File: src/rtl/cpu_pkg.sv
// Shared definitions for the CPU-side UART path: byte width, UART bit timing
// and the transmit arbiter state encoding.
package cpu_pkg;

    localparam int BYTE_W     = 8;
    localparam int BIT_PERIOD = 1250;

    localparam logic [1:0] ARB_IDLE      = 2'd0;
    localparam logic [1:0] ARB_LAUNCH    = 2'd1;
    localparam logic [1:0] ARB_WAIT_BUSY = 2'd2;
    localparam logic [1:0] ARB_WAIT_DONE = 2'd3;

    typedef enum logic [1:0] {
        S_IDLE      = ARB_IDLE,
        S_LAUNCH    = ARB_LAUNCH,
        S_WAIT_BUSY = ARB_WAIT_BUSY,
        S_WAIT_DONE = ARB_WAIT_DONE
    } arb_state_e;

    function automatic int wrap_inc(input int idx, input int n);
        return (idx >= n - 1) ? 0 : idx + 1;
    endfunction

endpackage

File: src/rtl/rr_pick.sv
// Combinational round-robin priority encoder: first set bit of valid at or
// above ptr, searching upward with wrap.
module rr_pick #(
    parameter int N     = 2,
    parameter int IDX_W = 1
) (
    input  logic [N-1:0]     valid,
    input  logic [IDX_W-1:0] ptr,
    output logic [N-1:0]     onehot,
    output logic [IDX_W-1:0] idx,
    output logic             any
);

    always_comb begin
        int                 k;
        logic [IDX_W-1:0]   k_idx;
        onehot = '0;
        idx    = '0;
        any    = 1'b0;
        k      = 0;
        k_idx  = '0;
        for (int off = 0; off < N; off++) begin
            k = int'(ptr) + off;
            if (k >= N) k = k - N;
            k_idx = k[IDX_W-1:0];
            if (!any && valid[k_idx]) begin
                any           = 1'b1;
                onehot[k_idx] = 1'b1;
                idx           = k_idx;
            end
        end
    end

endmodule

File: src/rtl/uart_tx_arbiter.sv
// Shares one UART transmitter among N_REQ byte producers; round-robin between
// messages, grant held for the whole of a multi-byte message.
//
// state       | meaning
// S_IDLE      | pick a requester (owner only when locked), latch its byte
// S_LAUNCH    | one-cycle tx_start pulse
// S_WAIT_BUSY | wait for the transmitter to report busy
// S_WAIT_DONE | wait for the frame to finish
module uart_tx_arbiter
    import cpu_pkg::*;
#(
    parameter int N_REQ = 2,
    parameter int CNT_W = 16
) (
    input  logic                      clk,
    input  logic                      rst_n,
    input  logic [N_REQ-1:0]          req_valid,
    input  logic [BYTE_W*N_REQ-1:0]   req_data,
    input  logic [N_REQ-1:0]          req_last,
    output logic [N_REQ-1:0]          req_ready,
    output logic [BYTE_W-1:0]         tx_data,
    output logic                      tx_start,
    input  logic                      tx_busy,
    output logic [N_REQ-1:0]          grant,
    output logic                      locked,
    output logic [CNT_W-1:0]          tx_count
);

    localparam int IDX_W = $clog2(N_REQ);

    arb_state_e         state, state_nxt;
    logic [IDX_W-1:0]   rr_ptr;
    logic [IDX_W-1:0]   pick_idx;
    logic [N_REQ-1:0]   eligible;
    logic [N_REQ-1:0]   pick_onehot;
    logic               pick_any;
    logic               accept;
    logic               accept_last;
    logic [BYTE_W-1:0]  pick_byte;

    // While locked, grant is the owner's one-hot, so masking leaves only the owner.
    assign eligible = locked ? (req_valid & grant) : req_valid;

    rr_pick #(
        .N     (N_REQ),
        .IDX_W (IDX_W)
    ) u_rr_pick (
        .valid  (eligible),
        .ptr    (rr_ptr),
        .onehot (pick_onehot),
        .idx    (pick_idx),
        .any    (pick_any)
    );

    always_comb begin
        pick_byte = '0;
        for (int i = 0; i < N_REQ; i++) begin
            if (pick_onehot[i]) pick_byte = pick_byte | req_data[i*BYTE_W +: BYTE_W];
        end
        accept_last = |(req_last & pick_onehot);
    end

    always_comb begin
        state_nxt = state;
        req_ready = '0;
        tx_start  = 1'b0;
        accept    = 1'b0;
        case (state)
            S_IDLE: begin
                if (rst_n && !tx_busy && pick_any) begin
                    req_ready = pick_onehot;
                    accept    = 1'b1;
                    state_nxt = S_LAUNCH;
                end
            end
            S_LAUNCH: begin
                tx_start  = 1'b1;
                state_nxt = S_WAIT_BUSY;
            end
            S_WAIT_BUSY: begin
                if (tx_busy) state_nxt = S_WAIT_DONE;
            end
            S_WAIT_DONE: begin
                if (!tx_busy) state_nxt = S_IDLE;
            end
            default: state_nxt = S_IDLE;
        endcase
    end

    always_ff @(posedge clk) begin
        if (!rst_n) begin
            state    <= S_IDLE;
            tx_data  <= '0;
            grant    <= '0;
            locked   <= 1'b0;
            rr_ptr   <= '0;
            tx_count <= '0;
        end else begin
            state <= state_nxt;
            if (accept) begin
                tx_data <= pick_byte;
                grant   <= pick_onehot;
                if (accept_last) begin
                    locked <= 1'b0;
                    rr_ptr <= IDX_W'(wrap_inc(int'(pick_idx), N_REQ));
                end else begin
                    locked <= 1'b1;
                end
            end
            // Unlocked single bytes release the grant once their frame ends.
            if (state == S_WAIT_DONE && !tx_busy && !locked) grant <= '0;
            if (state == S_LAUNCH) tx_count <= tx_count + CNT_W'(1);
        end
    end

endmodule

File: config.mk
export PLATFORM = sky130hd
export DESIGN_NAME = uart_tx_arbiter
export DESIGN_NICKNAME = d
export VERILOG_FILES = /design/src/rtl/cpu_pkg.sv /design/src/rtl/rr_pick.sv /design/src/rtl/uart_tx_arbiter.sv
export SDC_FILE = /design/constraint.sdc
export NUM_CORES = 1
export LEC_CHECK = 0
export CAP_MARGIN = 20
export CORE_ASPECT_RATIO = 2
export CORE_MARGIN = 2
export CORE_UTILIZATION = 40
export CTS_CLUSTER_SIZE = 10
export DETAILED_ROUTE_END_ITERATION = 16
export PLACE_DENSITY = 0.82
export REMOVE_ABC_BUFFERS = 1
export SLEW_MARGIN = 5
export SYNTH_ARGS = -nofsm -noshare
export SYNTH_HDL_FRONTEND = slang
export SYNTH_SLANG_ARGS = --single-unit
File: constraint.sdc
create_clock -name clk -period 1.6 [get_ports clk]
set_clock_uncertainty 0.05 [all_clocks]
set_input_delay 0.48 -clock clk [delete_from_list [all_inputs] [get_ports clk]]
set_output_delay 0.48 -clock clk [all_outputs]
set_load 0.01 [all_outputs]
==> metrics.md <==
| Metric | Value |
|---|---|
| Status | finished with violations |
| Violated checks | negative setup slack |
| NumNets Final | 289 |
| Worst R2R Setup Slack | -130 ps |
| Register area | 611 sq um |
| Crit. End Element | primary output |
| DP HPWL | 3080 um |
| Top post-synthesis cells by area | dfxtp_1, nand3_1, ha_1 |
| Core ar. | 3800 sq um |
| Pwr/cell area | 1180 nW/um^2 |
| Global route overflow | 0 |
| Initial DRC count | 39 |
| Met1 GRT Util | 0.206 |
| Slew @ Worst Pin | 374 ps |
| Critical path class | input port to primary output |
| Slew headroom | 0.750 |
| CTS Buffer Depth | 2 |
| Pins Over Slew Limit | 0 |
| Clock buffer count from CTS | 5 |
| Largest area contributor in the netlist | dfxtp_1 |
| Ports | 53 |
| Top-count cell post-synth | dfxtp_1 |
| Row count | 32 |
| Post-route setup TNS | -929 ps |
| Htree depth | 2 |
| Pint | 0.00205 W |
| First-pass DRT Iterations | 4 |
| Max incr delay on CP | 210 ps |
| Clock Pin Slew Worst Setup and Hold Paths | 60 ps |
| GR met3 Demand/Resource | 0.0433 |
| Root buf cell | clkbuf_8 |
| Pin count of the biggest net entering global routing | 25 |
| Worst-path cell chain | clkdlybuf4s15_2, o21bai_2, a21oi_4, buf_4, and3_4, buf_6 |
| Worst hold stages | 2 |
| XOR/XNOR Fraction of Synth Area | 0.0790 |
| Adder-cell area share of the yosys netlist | 0.0483 |
| Worst Hold Endpoint | tx_data[1] |
| Area of the multi-input gates | 1010 sq um |
| Initial antenna violation count | 0 |
| Post-route setup slack | -332 ps |
| CTS tree | yes |
| Mapped Avg Cell Area | 9.13 sq um |
| Post-synth top flop | dfxtp_1 |
| WL per Instance | 15.0 um |
| Fin util | 0.689 |
| Vias in the first global route | 1595 |
| Switch share | 0.340 |
| Lkg Pwr | 1.19 nW |
| Hold Fails Final Rpt | 0 |
| CP Launch Type | input port |
| Gate power share | 0.466 |
| Initial cell density of the core | 0.408 |
| Area of the mapped netlist | 1550 sq um |
| Layout fillers | 302 |
| Vias post-DR | 1671 |
| Switching pwr | 0.00105 W |
| Crit Path Max Fanout | 3 |
| Diode count | 0 |
| Synth unique cells | 42 |
| Buffers added on ports | 52 |
| Fmax | 0.518 GHz |
| Die area | 4430 sq um |
| Yosys reg bits | 30 |
| Max_cap viols | 0 |
| YS warnings | 0 |
| Mux contribution to synthesized area | 0.0193 |
| Num Clock Sinks | 30 |
| Crit path required time | 1070 ps |
| Final setup vio count | 6 |
| Clock power frac | 0.210 |
| CP top delay family | buffers and inverters |
| Critical Path AT | 1400 ps |
| Post-Synthesis Cells | 170 |
| Worst hold-check path type | register to register |
| Sequential fraction of design power | 0.325 |
| Remaining DRCs | 0 |
| CP bufs+invs | 3 |
| Share of cells above drive strength 1 | 0.341 |
| Wire length of the first global-routing pass | 6890 um |
| Layer with the highest usage | met2 |
| Gr usage total | 0.213 |
| Reg2Reg Depth | 7 |
| Crit Reg-Reg Startpoint | state[0] |
| Met2 GRT Util | 0.384 |
| Clock Latency Late Sink | 290 ps |
| Post-CTS Hold Buffers | 0 |
| EDFF count, synth | 0 |
| Peak supply drop | 0.000943 V |
| Die Span X | 48.1 um |
| Compound-Gate Fraction of Synth Area | 0.139 |
| Reg-to-Reg End | state[1] |
| Top cells by count, synth | dfxtp_1, nand3_1, nor2_1 |
| GPL Wtd Cong | 0.899 |
| Slowest CP cell | clkdlybuf4s15_2 |
| Largest family of logic cells by synthesized area | simple AND/OR/NAND/NOR gates |
| Area Overhead vs Synth | 68.8% |
| Simple-Gate Fraction of Synth Area | 0.274 |
| Via/cell ratio | 5.36 |
| Asr flop ratio synth | 0 |
| Die Height | 92.1 um |
| Yosys top cell area share | 0.387 |
| RSZ-0062 raised after global routing | yes |
| HP Start | tx_data[1] |
| Routed WL | 4670 um |
| Number of nets with antenna violations after routing | 0 |
| Sequential area share after synthesis | 0.387 |
| Ratio of final minimum period to clock period | 1.21 |
| Fin crit period | 1930 ps |
-- metrics by stage --
step / hold slack (ps) / cells / total power (W) / cell area (sq um) / setup WS (ps)
3_5_place_dp: 452 / 297 / 0.00219 / 2330 / -991
5_1_grt: 496 / 312 / 0.00327 / 2620 / -379
3_3_place_gp: 447 / 297 / 0.00216 / 2330 / -968
6_report: 463 / 312 / 0.00310 / 2620 / -332
2_1_floorplan: 421 / 161 / 0.00153 / 1490 / -404
4_1_cts: 459 / 311 / 0.00298 / 2530 / -325
-- tightest hold or removal path, delay by kind of cell, from the launching register on --
| family | cells | cell delay [ps] |
|---|---|---|
| DFF | 1 | 310 |
| AOI/OAI and AO/OA | 2 | 150 |
-- logic make-up (layout without fill, tap and decap cells) --
kind of cell	count (synthesis)	after routing
xor gates and xnor gates	14	14
buffers and inverters	15	106
adders and majority gates	6	6
muxes	3	3
and+or+nand+nor	70	70
AOI/OAI and AO/OA	32	32
DFF	30	30
-- state kept, by name, indices dropped and copies added (netlist names), named ones only --
signal,flops
grant,2
tx_data,8
state,2
tx_count,16
locked,1
-- cell type report --
cell class	instances	area share
Multi-Input combinational cell	125	0.384
Inverter	6	0.00955
Tap cell	51	0.0243
Clock inverter	2	0.00477
Sequential cell	30	0.233
Timing Repair Buffer	92	0.313
Clock buffer	6	0.0315
-- layer usage --
layer / vias to the layer above / share of wire
met5: - / 0
met4: 0 / 0.032
met3: 16 / 0.042
met2: 61 / 0.58
met1: 800 / 0.35
li1: 794 / -
-- worst max path at each step --
stage	from	end	slack (ps)	cells past startpoint
after floorplan	rst_n	req_ready[0]	-400	3
after global placement	req_valid[0]	req_ready[1]	-970	5
after detailed placement	req_valid[0]	req_ready[1]	-990	5
after CTS	state[0]	req_ready[0]	-320	7
after global routing	state[0]	req_ready[1]	-380	7
final	req_valid[1]	req_ready[0]	-330	6
-- power by group through the flow --
stage          clock [W]  sequential (W)  combinational [W]
2_1_floorplan          0         0.00108           0.000452
3_3_place_gp           0         0.00101            0.00115
3_5_place_dp           0         0.00101            0.00118
4_1_cts         0.000655         0.00101            0.00132
5_1_grt         0.000687         0.00103            0.00156
6_report        0.000650         0.00101            0.00144
-- timing repair --
action                                  in CTS  in global routing
buffers inserted                             7                  0
gates cloned                                 0                  1
gates resized for setup                     73                 19
pin swaps                                    7                  4
endpoints found under the setup margin      48                 16
-- layout by cell type, fill, tap and decap left out, types with 3 or more instances in the layout --
cell and instances:
a21oi_1 8, a31oi_1 8, buf_4 37, buf_6 4, clkbuf_8 6, clkdlybuf4s50_1 18
dfxtp_1 24, dfxtp_2 5, dlygate4sd2_1 28, ha_1 4, inv_1 3, mux2i_1 3
nand2_1 6, nand3_1 21, nand4_1 4, nand4_4 3, nor2_1 16, nor4_4 3
xnor2_1 8, xor2_1 6
Power figures use the tool's default switching activity.
